[src/rtl/signed_sat_pkg.sv]
// Shared helpers for saturating signed arithmetic: clamp bounds and default counter width.
package signed_sat_pkg;

  localparam int unsigned CntWDefault = 8;

  // Largest positive W-bit two's-complement value: 0 followed by W-1 ones.
  function automatic logic [63:0] sat_max(input int unsigned w);
    return (64'd1 << (w - 1)) - 64'd1;
  endfunction

  // Most negative W-bit two's-complement value: 1 followed by W-1 zeros.
  function automatic logic [63:0] sat_min(input int unsigned w);
    return 64'd1 << (w - 1);
  endfunction

endpackage

[src/rtl/signed_sat_clamp.sv]
// Combinational clamp of a W+1-bit signed value into the W-bit signed range.
module signed_sat_clamp
  import signed_sat_pkg::*;
#(
  parameter int unsigned W = 4
) (
  input  logic [W:0]   val_i,
  output logic [W-1:0] clamp_o,
  output logic         sat_o
);

  localparam logic [W-1:0] MaxVal = W'(sat_max(W));
  localparam logic [W-1:0] MinVal = W'(sat_min(W));

  // The value fits in W bits exactly when its top two bits agree.
  always_comb begin
    clamp_o = val_i[W-1:0];
    sat_o   = 1'b0;
    case ({val_i[W], val_i[W-1]})
      2'b01: begin
        clamp_o = MaxVal;
        sat_o   = 1'b1;
      end
      2'b10: begin
        clamp_o = MinVal;
        sat_o   = 1'b1;
      end
      default: begin
        clamp_o = val_i[W-1:0];
        sat_o   = 1'b0;
      end
    endcase
  end

endmodule

[src/rtl/signed_sub_with_saturation_pipe.sv]
// Two-stage valid/ready pipelined signed subtractor with saturation (res = a - b).
// Define SIGNED_SUB_SAT_CNT_EN to add the saturation event counter and its sat_cnt port.
module signed_sub_with_saturation_pipe
  import signed_sat_pkg::*;
#(
  parameter int unsigned W     = 4,
  parameter int unsigned CNT_W = CntWDefault
) (
  input  logic             clk,
  input  logic             rst,
  input  logic             arg_vld,
  output logic             arg_rdy,
  input  logic [W-1:0]     a,
  input  logic [W-1:0]     b,
  output logic             res_vld,
  input  logic             res_rdy,
  output logic [W-1:0]     res,
  output logic             res_sat
`ifdef SIGNED_SUB_SAT_CNT_EN
  ,
  output logic [CNT_W-1:0] sat_cnt
`endif
);

  logic         s1_vld_q, s1_vld_d;
  logic [W:0]   s1_diff_q, s1_diff_d;
  logic         s2_vld_q, s2_vld_d;
  logic [W-1:0] res_q, res_d;
  logic         res_sat_q, res_sat_d;

  logic         rdy_s1, rdy_s2;
  logic [W:0]   diff;
  logic [W-1:0] clamp_val;
  logic         clamp_sat;

  assign rdy_s2  = ~s2_vld_q | res_rdy;
  assign rdy_s1  = ~s1_vld_q | rdy_s2;
  assign arg_rdy = rdy_s1;

  // Subtract at W+1 bits so -2^(W-1) as subtrahend needs no special handling.
  assign diff = {a[W-1], a} - {b[W-1], b};

  signed_sat_clamp #(
    .W(W)
  ) u_clamp (
    .val_i  (s1_diff_q),
    .clamp_o(clamp_val),
    .sat_o  (clamp_sat)
  );

  always_comb begin
    s1_vld_d  = s1_vld_q;
    s1_diff_d = s1_diff_q;
    s2_vld_d  = s2_vld_q;
    res_d     = res_q;
    res_sat_d = res_sat_q;
    if (rdy_s1) begin
      s1_vld_d = arg_vld;
      if (arg_vld) begin
        s1_diff_d = diff;
      end
    end
    if (rdy_s2) begin
      s2_vld_d = s1_vld_q;
      if (s1_vld_q) begin
        res_d     = clamp_val;
        res_sat_d = clamp_sat;
      end
    end
  end

  always_ff @(posedge clk) begin
    if (!rst) begin
      s1_vld_q  <= 1'b0;
      s1_diff_q <= '0;
      s2_vld_q  <= 1'b0;
      res_q     <= '0;
      res_sat_q <= 1'b0;
    end else begin
      s1_vld_q  <= s1_vld_d;
      s1_diff_q <= s1_diff_d;
      s2_vld_q  <= s2_vld_d;
      res_q     <= res_d;
      res_sat_q <= res_sat_d;
    end
  end

  assign res_vld = s2_vld_q;
  assign res     = res_q;
  assign res_sat = res_sat_q;

`ifdef SIGNED_SUB_SAT_CNT_EN
  logic [CNT_W-1:0] sat_cnt_q, sat_cnt_d;

  // Counts saturating pairs as they enter stage 2; sticks at all-ones.
  always_comb begin
    sat_cnt_d = sat_cnt_q;
    if (rdy_s2 && s1_vld_q && clamp_sat && (sat_cnt_q != '1)) begin
      sat_cnt_d = sat_cnt_q + CNT_W'(1);
    end
  end

  always_ff @(posedge clk) begin
    if (!rst) begin
      sat_cnt_q <= '0;
    end else begin
      sat_cnt_q <= sat_cnt_d;
    end
  end

  assign sat_cnt = sat_cnt_q;
`else
  logic unused_cnt_w;
  assign unused_cnt_w = ^CNT_W;
`endif

endmodule

[config.mk]
export PLATFORM = sky130hd
export DESIGN_NAME = signed_sub_with_saturation_pipe
export DESIGN_NICKNAME = d
export VERILOG_FILES = /design/src/rtl/signed_sat_pkg.sv /design/src/rtl/signed_sat_clamp.sv /design/src/rtl/signed_sub_with_saturation_pipe.sv
export SDC_FILE = /design/constraint.sdc
export NUM_CORES = 1
export LEC_CHECK = 0
export ABC_AREA = 1
export CAP_MARGIN = 20
export CORE_AREA = 2 2 39 41
export DETAILED_ROUTE_END_ITERATION = 10
export DIE_AREA = 0 0 41 43
export DONT_BUFFER_PORTS = 1
export GPL_TIMING_DRIVEN = 0
export PLACE_DENSITY = 0.66
export SKIP_CTS_REPAIR_TIMING = 1
export SYNTH_ARGS = -nofsm -noshare
export SYNTH_HDL_FRONTEND = slang
export SYNTH_SLANG_ARGS = --single-unit
export TNS_END_PERCENT = 100
[constraint.sdc]
create_clock -name clk -period 1.3 [get_ports clk]
set_clock_uncertainty 0.1 [all_clocks]
set_input_delay 0.13 -clock clk [delete_from_list [all_inputs] [get_ports clk]]
set_output_delay 0.13 -clock clk [all_outputs]
set_load 0.02 [all_outputs]
==> results of run 1 <==
## flip-flops by register name (all words and copies together) (netlist names)
register	cells
res_sat	1
res_vld	1
res	4
s1_vld_q	1
s1_diff_q	5
## worst max-delay path, delay by kind of cell (launching register included)
| family | cells | cell delay [ns] |
|---|---|---|
| fa+ha+maj | 1 | 0.26 |
| compound gates | 2 | 0.18 |
| flops | 1 | 0.35 |
| buf+inv | 2 | 0.13 |
| simple gates | 2 | 0.11 |
## per-stage QoR
step | instance area, um2 | std cells | total power [mW] | util [%]
4_1_cts | 687 | 105 | 0.796 | 49.6
3_3_place_gp | 664 | 102 | 0.565 | 48.0
2_1_floorplan | 644 | 86 | 0.544 | -
3_5_place_dp | 664 | 102 | 0.570 | 48.0
5_1_grt | 739 | 108 | 0.858 | 53.4
6_report | 739 | 108 | 0.813 | 53.4
## layer usage
| metal | vias up | track usage [%] | wire length [um] |
|---|---|---|---|
| met3 | 5 | 3.14 | 41 |
| met5 | - | 0 | 0 |
| li1 | 283 | - | - |
| met4 | 0 | 16.0 | 51 |
| met1 | 247 | 12.4 | 475 |
| met2 | 16 | 27.2 | 574 |
## worst paths after layout
check               startpoint           end  slack (ns)  depth (start not counted)
setup / recovery  s1_diff_q[3]        res[0]        0.09                          7
hold / removal         res_rdy       res_vld       0.008                          3
setup reg to reg  s1_diff_q[3]        res[0]        0.09                          7
hold reg to reg   s1_diff_q[0]  s1_diff_q[0]        0.36                          2
## cell usage in the layout, fill, tap and decap left out, types with 3 or more instances in the layout
cell and n:
o21ai_0 4, nand2_2 3, nand2_1 12, nor2_1 11, o21ai_1 4, ha_1 5, clkbuf_4 3, dfxtp_1 10
a21oi_1 10, inv_1 13
## cells by family (layout without fill, tap and decap cells)
logic type / count (synthesis) / count (layout) / synth area share [%]
mux: 1 / 1 / 1.55
buf+inv: 16 / 22 / 9.71
flops: 12 / 12 / 37.3
compound gates: 18 / 18 / 14.0
fa+ha+maj: 7 / 7 / 14.8
simple gates: 32 / 32 / 22.7
## area by class of cell
type                            count  area, um2  share of cell area [%]
Clock buffer                        3       22.5                    3.05
Timing Repair Buffer                3       27.5                    3.72
Sequential cell                    12        243                    32.8
Multi-Input combinational cell     58        364                    49.2
Tap cell                           16       20.0                    2.71
Inverter                           16       62.6                    8.46
## report_power, final
group	total, mW	switching [mW]	leakage (nW)	internal, mW
sequential	0.427	0.0319	0.0996	0.395
clock	0.223	0.116	0.0138	0.107
combinational	0.163	0.0917	0.236	0.0713
total	0.813	0.239	0.349	0.573
==> flow_metrics.tcl, run 1 <==
set metrics [dict create \
    status "complete, no violations" \
    crit_path_end_kind "flop" \
    die-area_um2 1760 \
    power_density_nw_per_um2 1100 \
    ant_nets 0 \
    critPathArrivalTime_ns 1.32 \
    yosysMostFrequentCell "inv_1" \
    timing.slew.headroom_pct 83.2 \
    route.detailed.drc 0 \
    antenna_found_initial 0 \
    num_vias 551 \
    slew_viol_final 0 \
    clkTransAtPathRegs_ns 0.07 \
    drt-vias-per-instance 5.10 \
    synth_top_cell_by_area "dfxtp_1" \
    peakVddDrop_mv 0.385 \
    tns_ns 0 \
    drv_cap 0 \
    rsz0062_at_grt "false" \
    grt_max_degree 9 \
    dpl.hpwl_um 866 \
    cts_tree "yes" \
    numCtsBuffers 3 \
    nets 113 \
    crit_fanout 5 \
    cp-start-kind "flop" \
    drtIter0Drc 6 \
    rows 14 \
    finalCritPeriodShare_pct 93.0 \
    grt_pass1_wl_um 1770 \
    grt_usage_pct 15.6 \
    worst_slew_pin_slew_ns 0.251 \
    fmaxAchievable_mhz 827 \
    synth_top_cells_by_count "inv_1, nand2_1, dfxtp_1, nor2_1, a21oi_1" \
    critPathSlowestCell "dfxtp_2" \
    io_pins 19 \
    fin_crit_ns 1.21 \
    clock_path_buffers 2 \
    synth_cells 86 \
    worst_slack_ns 0.0914 \
    setup_viol 0 \
    chipWidth_um 41 \
    wl_um 1140 \
    avgSynthCellArea_um2 7.49 \
    place_ws_ns -0.0905 \
    synth_edf_count 0 \
    async_flop_share_pct 0 \
    diodes 0 \
    clock_sinks 12 \
    layout-drive-gt1-share_pct 16.3 \
    port_buffers 0 \
    clock_latency_ns 0.27 \
    p_leak_nw 0.349 \
    firstDrtPassIters 3 \
    overflow 0 \
    whs_ns 0.00836 \
    grt_pass1_vias 509 \
    synth_area_um2 644 \
    yosysWarnings 0 \
    synth.area.top_cells "dfxtp_1, ha_1, inv_1" \
    ys_ff_latch 12 \
    cts_max_level 1 \
    synth_cell_types 18 \
    synth_top_area_share_pct 37.3 \
    detail_route.wl_per_cell_um 10.6 \
    path_class "reg2reg" \
    cts-root-buf "clkbuf_4" \
    synth_seq_area_share_pct 37.3 \
    cp_slowest_stage_delay_ns 0.35 \
    core-area_um2 1380 \
    initial_utilization_pct 46.6 \
    die_h_um 43 \
    areaGrowthSynthToFinish_pct 14.8 \
    path_cells "inv_1 > ha_4 > inv_2 > nand2_2 > o21ai_1 > nand2_1 > a21oi_1" \
    fillers 141 \
    syn_nets 105 \
    hold_path.class "in2reg" \
    hold_viol_final 0 \
    synth_top_flop_cell "dfxtp_1" \
    gp_congestion 0.719 \
    worstPathRequired_ns 1.41 \
]
Note: power is estimated with default switching activity, not from simulation.
==> inputs of run 2 (changes only) <==
PLACE_DENSITY = unset   (was 0.66)
clock period = 1.4 ns   (was 1.3 ns; I/O delays follow)
==> run 2 against run 1 <==
Against the previous run: combinational power shrank 15%; sequential share of layout area grew 0.80 points; clock power shrank 9.9%; critical path type unchanged.
==> flow_metrics.tcl, run 2 (synthesis results as in run 1) <==
set metrics [dict create \
    layout_common_cells "inv_1, nand2_1, nor2_1" \
    worstPathRequired_ns 1.50 \
    path_delay_family "flip-flops" \
    gp_congestion 0.673 \
    whs_endpoint "res_vld" \
    reg2regPathDepth 7 \
    rsz0062_at_grt "false" \
    grt_max_degree 9 \
    die-area_um2 1760 \
    rows 14 \
    path_class "reg2reg" \
    grt_pass1_vias 448 \
    grt_pass1_wl_um 1570 \
    cts-root-buf "clkbuf_4" \
    areaGrowthSynthToFinish_pct 12.0 \
    nets 112 \
    initial_utilization_pct 46.6 \
    hold-path-cell-count 3 \
    critPathSlowestCell "dfxtp_2" \
    peakVddDrop_mv 0.325 \
    fin_area_um2 722 \
    p_int_mw 0.526 \
    worst_slew_pin_slew_ns 0.248 \
    reg2reg_from "s1_diff_q[3]" \
    cts_tree "yes" \
    overflow 0 \
    chipWidth_um 41 \
    slew_viol_final 0 \
    clock_latency_ns 0.26 \
    cts_max_level 1 \
    dpl.hpwl_um 794 \
    clock_sinks 12 \
    port_buffers 0 \
    drv_cap 0 \
    die_h_um 43 \
    fmaxAchievable_mhz 801 \
    crit_fanout 5 \
    detail_route.wl_per_cell_um 9.50 \
    io_pins 19 \
    setup_viol 0 \
    wl_um 1020 \
    antenna_found_initial 0 \
    drt-vias-per-instance 4.85 \
    num_vias 519 \
    hold_viol_final 0 \
    tns_ns 0 \
    fin_crit_ns 1.25 \
    core-area_um2 1380 \
    clock_path_buffers 2 \
    ant_nets 0 \
    diodes 0 \
    cp-start-kind "flop" \
    hold_path.class "in2reg" \
    critPathArrivalTime_ns 1.35 \
    path_cells "inv_1 > ha_4 > inv_1 > nand2_1 > o21ai_1 > nand2_1 > a21oi_1" \
    layout-drive-gt1-share_pct 13.2 \
    placed_cell_area_um2 664 \
    clock_power_share_pct 27.4 \
    grt_usage_pct 12.7 \
    netSwitchingFraction_pct 28.3 \
    timing.slew.headroom_pct 83.4 \
    r2r_end "res[0]" \
    cp_slowest_stage_delay_ns 0.35 \
    pwr-share-comb_pct 18.9 \
    power_frac_seq_pct 53.7 \
    r2r_setup_slack_ns 0.15 \
    status "complete, no violations" \
    final_common_cell "inv_1" \
    route.detailed.drc 0 \
    finalCritPeriodShare_pct 89.2 \
    p_leak_nw 0.345 \
    crit_path_end_kind "flop" \
    top_register "s1_diff_q" \
    firstDrtPassIters 4 \
    crit_buf_inv 2 \
    p_sw_mw 0.208 \
    power_density_nw_per_um2 1020 \
    drtIter0Drc 6 \
    numCtsBuffers 3 \
    largest_reg_flops 5 \
    clkTransAtPathRegs_ns 0.07 \
    hold_start "res_rdy" \
]
-- run 2: cell types whose count changed in the layout (fill, tap and decap cells not counted), sizes merged --
cell / change
buf: -1
-- run 2: stage by stage --
| stage | utilization, % | worst slack, ns | hold WS (ns) | std cells | total power, mW |
|---|---|---|---|---|---|
| after floorplan | - | 0.135 | 0.176 | 86 | 0.505 |
| after global placement | 48.0 | 0.0430 | 0.183 | 102 | 0.524 |
| after detailed placement | 48.0 | 0.0325 | 0.187 | 102 | 0.526 |
| after CTS | 49.6 | 0.00214 | -0.0974 | 105 | 0.728 |
| after global routing | 52.2 | 0.0541 | 0.0291 | 107 | 0.785 |
| final | 52.2 | 0.151 | 0.0105 | 107 | 0.735 |
-- run 2: worst register-to-register path, delay by kind of cell (launching register included) --
| kind | cells | cell delay (ns) |
|---|---|---|
| AND/OR/NAND/NOR | 2 | 0.14 |
| AO/OA/AOI/OAI | 2 | 0.19 |
| flip-flops | 1 | 0.35 |
| adder cells (fa/ha/maj) | 1 | 0.26 |
| buffers and inverters | 2 | 0.14 |
-- run 2: final cells by class --
type / instances / area, um2
well taps: 16 / 20.0
fillers: 149 / 662
flip-flops and latches: 12 / 243
inverters: 16 / 62.6
clock buffers: 3 / 22.5
multi-input cells: 58 / 354
repair buffers: 2 / 20.0
-- run 2: how the worst max path moves through the flow --
stage / slack (ns) / start / cells past startpoint / to
after floorplan: 0.14 / s1_diff_q[3] / 7 / res[0]
after global placement: 0.04 / s1_diff_q[3] / 7 / res[0]
after global routing: 0.05 / s1_diff_q[3] / 7 / res[0]
final: 0.15 / s1_diff_q[3] / 7 / res[0]
after detailed placement: 0.03 / s1_diff_q[3] / 7 / res[0]
after CTS: 0.002 / s1_diff_q[3] / 7 / res[0]
-- run 2: metal layers --
metal / track usage, % / vias up / share of wire, % / wire [um]
met5: 0 / - / 0 / 0
met4: 8.00 / 0 / 1.4 / 14
met3: 2.09 / 2 / 3.3 / 34
met2: 21.3 / 12 / 51 / 523
met1: 13.6 / 223 / 44 / 444
li1: - / 282 / - / -
-- run 2: power by group through the flow --
stage	clock network [mW]	logic, mW	registers (mW)
finish	0.201	0.139	0.394
CTS	0.209	0.127	0.393
global placement	0	0.123	0.400
global route	0.222	0.164	0.399
floorplan	0	0.108	0.397
detailed placement	0	0.126	0.401
==> inputs of run 3 (changes only) <==
CTS_CLUSTER_SIZE = 28   (was unset)
==> results of run 3 <==
Same layout as run 2: the final DEF is identical, and so are final timing and power.
